<file path="src/rtl/sevsegfx_pkg.sv">
// ---------------------------------------------------------------------------
// sevsegfx_pkg
// Shared definitions for the seven-segment effects blocks: step-mode
// encoding, bounce direction, LFSR tap mask, default seed and a helper
// that maps an all-zero seed (a lock-up state) to a usable one.
// ---------------------------------------------------------------------------
package sevsegfx_pkg;

  typedef enum logic [1:0] {
    MODE_HOLD   = 2'b00,
    MODE_COUNT  = 2'b01,
    MODE_RANDOM = 2'b10,
    MODE_BOUNCE = 2'b11
  } mode_e;

  typedef enum logic {
    DIR_UP   = 1'b0,
    DIR_DOWN = 1'b1
  } dir_e;

  // Feedback taps b7, b5, b4, b3 of the 8-bit Fibonacci LFSR.
  localparam logic [7:0] LFSR_TAPS    = 8'hB8;
  localparam logic [7:0] DEFAULT_SEED = 8'hA5;

  // An all-zero LFSR never leaves zero, so that seed is replaced by 1.
  function automatic logic [7:0] lfsr_start(input logic [7:0] seed);
    return (seed == 8'h00) ? 8'h01 : seed;
  endfunction

endpackage

</file>
<file path="src/rtl/seq_lfsr8.sv">
// ---------------------------------------------------------------------------
// seq_lfsr8
// Free-running 8-bit Fibonacci LFSR. Shifts left every clock; the new LSB
// is the XOR of the tapped bits. A zero seed is substituted with 8'h01.
//
// Ports:
//   clk   in   1  clock
//   rst   in   1  asynchronous active-high reset (loads the seed)
//   state out  8  full LFSR state
// ---------------------------------------------------------------------------
module seq_lfsr8
  import sevsegfx_pkg::*;
#(
  parameter logic [7:0] SEED = DEFAULT_SEED
) (
  input  logic       clk,
  input  logic       rst,
  output logic [7:0] state
);

  localparam logic [7:0] START = lfsr_start(SEED);

  logic feedback;
  assign feedback = ^(state & LFSR_TAPS);

  // NOTE: sequential state is always written with non-blocking (<=) so every
  // flop samples pre-edge values regardless of process evaluation order.
  always_ff @(posedge clk or posedge rst) begin
    if (rst) begin
      state <= START;
    end else begin
      state <= {state[6:0], feedback};
    end
  end

endmodule

</file>
<file path="src/rtl/pattern_sequencer.sv">
// ---------------------------------------------------------------------------
// pattern_sequencer
// Produces the 3-bit pattern index for the downstream seven-segment
// pattern decoder. A programmable prescaler paces automatic advances; a
// synchronized, edge-detected manual step input also advances. Modes: hold,
// count-up, random (LFSR, never repeats the current value) and bounce.
//
// Build option: define SEQ_REVERSE_EN to add i_reverse, which makes count
// mode decrement (0 -> 7) instead of increment.
//
// Ports:
//   i_clk     in   1          system clock
//   i_rst     in   1          asynchronous active-high reset
//   i_div     in   DIV_WIDTH  step period = i_div+1 clocks
//   i_mode    in   2          00 hold, 01 count, 10 random, 11 bounce
//   i_run     in   1          enables prescaler-driven auto advance
//   i_step    in   1          asynchronous manual step, rising edge advances
//   i_reverse in   1          (SEQ_REVERSE_EN only) count mode decrements
//   o_count   out  3          pattern index
//   o_tick    out  1          high the cycle o_count shows a new value
// ---------------------------------------------------------------------------
module pattern_sequencer
  import sevsegfx_pkg::*;
#(
  parameter int         DIV_WIDTH = 12,
  parameter logic [7:0] LFSR_SEED = DEFAULT_SEED
) (
  input  logic                 i_clk,
  input  logic                 i_rst,
  input  logic [DIV_WIDTH-1:0] i_div,
  input  logic [1:0]           i_mode,
  input  logic                 i_run,
  input  logic                 i_step,
`ifdef SEQ_REVERSE_EN
  input  logic                 i_reverse,
`endif
  output logic [2:0]           o_count,
  output logic                 o_tick
);

  mode_e mode;
  assign mode = mode_e'(i_mode);

  // -------------------------------------------------------------------------
  // Prescaler. The >= compare makes a lowered i_div take effect at once:
  // a count already past the new limit wraps on the next clock.
  // -------------------------------------------------------------------------
  logic [DIV_WIDTH-1:0] presc;
  logic                 presc_en;
  logic                 presc_wrap;
  logic                 auto_adv;

  assign presc_en   = i_run && (mode != MODE_HOLD);
  assign presc_wrap = (presc >= i_div);
  assign auto_adv   = presc_en && presc_wrap;

  always_ff @(posedge i_clk or posedge i_rst) begin
    if (i_rst) begin
      presc <= '0;
    end else if (!presc_en || presc_wrap) begin
      presc <= '0;
    end else begin
      presc <= presc + 1'b1;
    end
  end

  // -------------------------------------------------------------------------
  // Manual step: two-flop synchronizer, then a delay flop for edge detect.
  // A held-high input yields a single edge.
  // -------------------------------------------------------------------------
  logic step_sync1;
  logic step_sync2;
  logic step_dly;
  logic step_edge;

  always_ff @(posedge i_clk or posedge i_rst) begin
    if (i_rst) begin
      step_sync1 <= 1'b0;
      step_sync2 <= 1'b0;
      step_dly   <= 1'b0;
    end else begin
      step_sync1 <= i_step;
      step_sync2 <= step_sync1;
      step_dly   <= step_sync2;
    end
  end

  assign step_edge = step_sync2 & ~step_dly;

  // Coincident auto and manual events merge into one advance; hold mode
  // ignores manual steps.
  logic advance;
  assign advance = (auto_adv | step_edge) && (mode != MODE_HOLD);

  // -------------------------------------------------------------------------
  // Random source. Only the low three bits feed the candidate value.
  // -------------------------------------------------------------------------
  logic [7:0] lfsr;
  logic       lfsr_unused;

  seq_lfsr8 #(
    .SEED (LFSR_SEED)
  ) u_lfsr (
    .clk   (i_clk),
    .rst   (i_rst),
    .state (lfsr)
  );

  assign lfsr_unused = ^lfsr[7:3];

  // -------------------------------------------------------------------------
  // Sequencer: state register plus next-value logic. Bounce direction
  // survives mode changes; o_count is only ever changed by an advance.
  // -------------------------------------------------------------------------
  dir_e       dir;
  dir_e       next_dir;
  logic [2:0] next_count;
  logic [2:0] cand;
  logic       count_down;

`ifdef SEQ_REVERSE_EN
  assign count_down = i_reverse;
`else
  assign count_down = 1'b0;
`endif

  assign cand = lfsr[2:0];

  always_ff @(posedge i_clk or posedge i_rst) begin
    if (i_rst) begin
      o_count <= 3'd0;
      o_tick  <= 1'b0;
      dir     <= DIR_UP;
    end else begin
      o_tick <= advance;
      if (advance) begin
        o_count <= next_count;
        dir     <= next_dir;
      end
    end
  end

  // NOTE: every output of this block gets a default first, so no path leaves
  // a variable unassigned and no latch is inferred.
  always_comb begin
    next_count = o_count;
    next_dir   = dir;
    unique case (mode)
      MODE_COUNT: begin
        next_count = count_down ? (o_count - 3'd1) : (o_count + 3'd1);
      end
      MODE_RANDOM: begin
        // Bump a candidate that equals the current index so the display
        // never appears to stall.
        next_count = (cand == o_count) ? (cand + 3'd1) : cand;
      end
      MODE_BOUNCE: begin
        if (dir == DIR_UP) begin
          if (o_count == 3'd7) begin
            next_count = 3'd6;
            next_dir   = DIR_DOWN;
          end else begin
            next_count = o_count + 3'd1;
          end
        end else begin
          if (o_count == 3'd0) begin
            next_count = 3'd1;
            next_dir   = DIR_UP;
          end else begin
            next_count = o_count - 3'd1;
          end
        end
      end
      default: begin
        next_count = o_count;
      end
    endcase
  end

endmodule

</file>
<file path="config.mk">
export PLATFORM = sky130hd
export DESIGN_NAME = pattern_sequencer
export DESIGN_NICKNAME = d
export VERILOG_FILES = /design/src/rtl/sevsegfx_pkg.sv /design/src/rtl/seq_lfsr8.sv /design/src/rtl/pattern_sequencer.sv
export SDC_FILE = /design/constraint.sdc
export NUM_CORES = 1
export LEC_CHECK = 0
export CAP_MARGIN = 20
export CORE_MARGIN = 2
export CORE_UTILIZATION = 50
export CTS_CLUSTER_DIAMETER = 40
export DETAILED_ROUTE_END_ITERATION = 12
export PLACE_DENSITY_LB_ADDON = 0.3
export SYNTH_ARGS = -nofsm -noshare
export SYNTH_HDL_FRONTEND = slang
export SYNTH_HIERARCHICAL = 1
export SYNTH_SLANG_ARGS = --single-unit
export TNS_END_PERCENT = 30
</file>
<file path="constraint.sdc">
create_clock -name i_clk -period 3.3 [get_ports i_clk]
set_clock_uncertainty 0.2 [all_clocks]
set_input_delay 0.66 -clock i_clk [delete_from_list [all_inputs] [get_ports i_clk]]
set_output_delay 0.66 -clock i_clk [all_outputs]
set_load 0.01 [all_outputs]
</file>
==> results.txt <==
The wire length reported by the detailed router came out at slightly above 3000 µm. The final weighted congestion of routability-driven global placement came out at a little under 1. The arrival time at the worst endpoint came out at ~2.8 ns. The length of the first detailed-routing pass in iterations is 4. The fmax came out at about 0.37 GHz.

For this run, the total global-route usage over all layers was measured as between 10% and 20%. After global routing the overflow that remains totals 0. The clock period minus worst slack came out at 2.680 ns. The type of destination of the critical path is a flip-flop. The class of the most critical setup path is in -> reg. The initial core utilization came out at roughly 52%. CTS placed an instance of sky130_fd_sc_hd__clkbuf_4 at the clock tree root. The min-delay analysis places its worst path in the category reg -> reg.

The number of cells produced by synthesis came out at between 150 and 200. The wire length of the first global-routing pass is around 5500 µm. Before CTS, the worst setup slack after placement is about 0.23 ns. The count of hold buffers inserted by post-cts repair is 0. The via count normalized by instance count is roughly 5.2.

The worst setup path is launched from an input port. The final cycle utilization of the critical path is 81.22%. The area of the core came out at between 3000 and 4000 µm². The final count of pins violating max slew is 0.

For the worst flop-to-flop path, the logic depth is 7. Yosys attributes the largest share of cell area to sky130_fd_sc_hd__dfrtp_1 (34%), sky130_fd_sc_hd__ha_1 (14%), sky130_fd_sc_hd__dfstp_2 (6.0%). The largest net degree at the start of global routing came out at 21.

Setup repair after global routing left no endpoint under its margin. TritonCTS built the clock tree. The post-synthesis cell type count came out at 39. The violation count after the first detailed-route iteration came out at between 40 and 50.

The synthesized cell area is ~1700 µm². In this run, synthesis produced a sequential element count of 28. Buffers inserted during clock tree synthesis total 3.

The via count came out at 1240. The H-tree level count came out at 1. The standard-cell row count came out at 21. The worst hold margin is approximately 0.17 ns. In this run the critical register-to-register path is launched from presc[2]. The critical path goes through clkdlybuf4s50_1, inv_1, ha_1, a21oi_2, o21ai_1, a221oi_2, nor3_1, or3_4, nor2_1. The leading area contributor after synthesis is sky130_fd_sc_hd__dfrtp_1. The worst hold path startpoint is step_sync1.

The repair_antennas step left the layout with diodes totalling 0. The detailed placer's ending HPWL came out at ~2400 µm. The tool flagged a number of max-cap violations equal to 0. The worst slew margin relative to its limit came out at 47.64%. The power density normalized to cell area came out at 423.9 nW/µm². The endpoint identified for the worst register-to-register timing path is presc[11].

The net count of the finished layout is ~230. The proportion of netlist area held by the largest area contributor is 34.33%. The buffer levels on the longest clock path came out at 2. The average size of a mapped cell is just over 10 µm². The final setup violation count is 0. The clock-pin slew on the worst setup and hold paths came out at 0.15 ns. After detailed placement, the total cell area comes to 2002 µm². For the pin with the worst max-slew slack, the measured transition is slightly below 0.8 ns. The total of warnings raised by yosys is 6. The footprint of the flip-flops and latches is 705.7 µm². The flow ran to the end, and the final reports show no timing, DRC or antenna violations. The die covers 3987 µm². The top cell types in the final layout, fill and taps aside, are sky130_fd_sc_hd__inv_1 (24), sky130_fd_sc_hd__dfrtp_1 (24), sky130_fd_sc_hd__clkdlybuf4s50_1 (21). The fraction of the yosys area taken by sequential cells came out at between 40% and 50%. The maximum cell stage delay along the critical path is ~0.52 ns.

The path with the worst hold slack has its endpoint at step_sync2. The critical-path maximum fanout came out at 12. The worst vdd rail ir drop is approximately 310 µV. The worst path meets setup with roughly 0.62 ns of slack.

The number of gates resized after CTS was 0. Summing all multi-input logic gate instances after layout gives between 900 and 1000 µm². The via count of the first global-routing pass is approximately 1300. Buffers added to address setup during post-CTS repair amount to 0. The post-route cell area is around 2000 µm².

The aggregate negative setup slack is 0 ns. The number of antenna violations at the first check in global routing is 0. The worst register-to-register path has a setup slack of 0.95 ns.

During I/O placement, the number of pins put on the boundary was 22. Along the worst hold path, the cell count comes to 0. The post-layout utilization of the core is between 60% and 70%. The required time at the worst-slack endpoint is 3.38 ns.

The clock sink total came out at 28. The fill cell instance count of the final layout came out at ~290. The net count after synthesis is between 200 and 250.

For this run, design rule violations remaining after detail routing come to 0. The final hold violation count came out at 0. The post-detailed-route wirelength per cell is around 13 µm. Measured along the x axis, the die boundary spans around 63 µm. Compared with the post-synthesis result, the final layout area differs by 17.45%. Cells with a size suffix above 1 make up about an eighth of the layout. For this design, the slowest cell found on the critical path is sky130_fd_sc_hd__or3_4. The number of nets with antenna violations after detailed routing is 0. The number of port buffers came out at 21. The height of the die came out at around 63 µm. The leakage power figure came out at around 0.99 nW. The clock latency on the worst-skew pair came out at 0.33 ns.
## cells in the mapped netlist
cell type / n
sky130_fd_sc_hd__a211oi_1: 1
sky130_fd_sc_hd__dfrtp_1: 24
sky130_fd_sc_hd__nand3_1: 6
sky130_fd_sc_hd__or3_4: 1
sky130_fd_sc_hd__o41a_1: 1
sky130_fd_sc_hd__o21a_1: 1
sky130_fd_sc_hd__buf_12: 1
sky130_fd_sc_hd__a41oi_1: 1
sky130_fd_sc_hd__nor2_1: 7
sky130_fd_sc_hd__a21o_1: 1
sky130_fd_sc_hd__o22ai_1: 2
sky130_fd_sc_hd__a211o_1: 1
sky130_fd_sc_hd__o221ai_1: 1
sky130_fd_sc_hd__nand2_1: 11
sky130_fd_sc_hd__a221oi_2: 1
sky130_fd_sc_hd__xnor2_1: 7
sky130_fd_sc_hd__nand2b_1: 1
sky130_fd_sc_hd__a311oi_1: 1
sky130_fd_sc_hd__o211ai_1: 2
sky130_fd_sc_hd__nand4_1: 2
sky130_fd_sc_hd__mux2i_1: 1
sky130_fd_sc_hd__xor2_1: 10
sky130_fd_sc_hd__nand4b_4: 1
sky130_fd_sc_hd__o21ba_2: 1
sky130_fd_sc_hd__o21ai_1: 3
sky130_fd_sc_hd__nor2_2: 2
sky130_fd_sc_hd__buf_2: 1
sky130_fd_sc_hd__o21ai_0: 3
sky130_fd_sc_hd__nor2_4: 8
sky130_fd_sc_hd__dfstp_2: 4
sky130_fd_sc_hd__nor2b_1: 4
sky130_fd_sc_hd__clkbuf_2: 1
sky130_fd_sc_hd__a31o_1: 1
sky130_fd_sc_hd__and3_1: 5
sky130_fd_sc_hd__ha_1: 20
sky130_fd_sc_hd__a21oi_2: 1
sky130_fd_sc_hd__a21oi_1: 4
sky130_fd_sc_hd__nor3_1: 3
sky130_fd_sc_hd__inv_1: 24
## worst max path at each step
stage | start | cells after the start | endpoint | slack [ns]
after global routing | i_div[2] | 9 | o_count[2] | 0.45
after global placement | i_div[2] | 9 | presc[11] | 0.29
after detailed placement | i_div[2] | 9 | presc[11] | 0.23
after CTS | i_div[2] | 9 | presc[2] | 0.60
final | i_div[2] | 9 | presc[11] | 0.62
after floorplan | i_div[2] | 9 | presc[6] | 0.89
## where the power goes
group          switching (mW)  internal [mW]  total (mW)
Sequential             0.0401          0.367       0.407
Clock                   0.103          0.123       0.226
Combinational           0.118          0.120       0.238
## cells by family after synthesis
family                   share of synthesized area, %
buffers and inverters                           6.867
AND/OR/NAND/NOR                                 18.60
XOR/XNOR                                        8.512
adder cells (fa/ha/maj)                         14.31
multiplexers                                   0.5723
AO/OA/AOI/OAI                                   10.80
flip-flops                                      40.34
## per-stage QoR
step	power, mW	instances
4_1_cts	0.8821	240
3_5_place_dp	0.6526	236
6_report	0.8708	240
3_3_place_gp	0.6451	236
2_1_floorplan	0.5643	170
5_1_grt	0.9349	240
## worst max-delay path, delay by kind of cell
family | cells | cell delay [ns]
and+or+nand+nor | 3 | 0.77
AOI/OAI and AO/OA | 3 | 0.52
buffers and inverters | 2 | 0.49
adders and majority gates | 1 | 0.32
## per-layer routing
layer | up-vias | track usage (%) | wire length, µm
met5 | - | 0 | 0
met4 | 0 | 6.944 | 56
met3 | 6 | 3.036 | 106
met2 | 19 | 29.26 | 1583
met1 | 597 | 21.70 | 1326
li1 | 618 | - | -
## state kept, by name, summed over array words and instances, names as in the netlist
signal and count:
step_sync1 1, o_count 3, presc 12, u_lfsr/state 8, step_sync2 1, dir 1, o_tick 1, step_dly 1
## area by class of cell
class                      count  share of cell area, %
timing repair buffer          23                  10.96
tap                           46                  2.801
clock inverter                 1                  1.462
inverter                      24                  4.385
clock buffer                   3                  1.096
multi-input combinational    115                  44.95
sequential                    28                  34.35
Power figures use the tool's default switching activity.
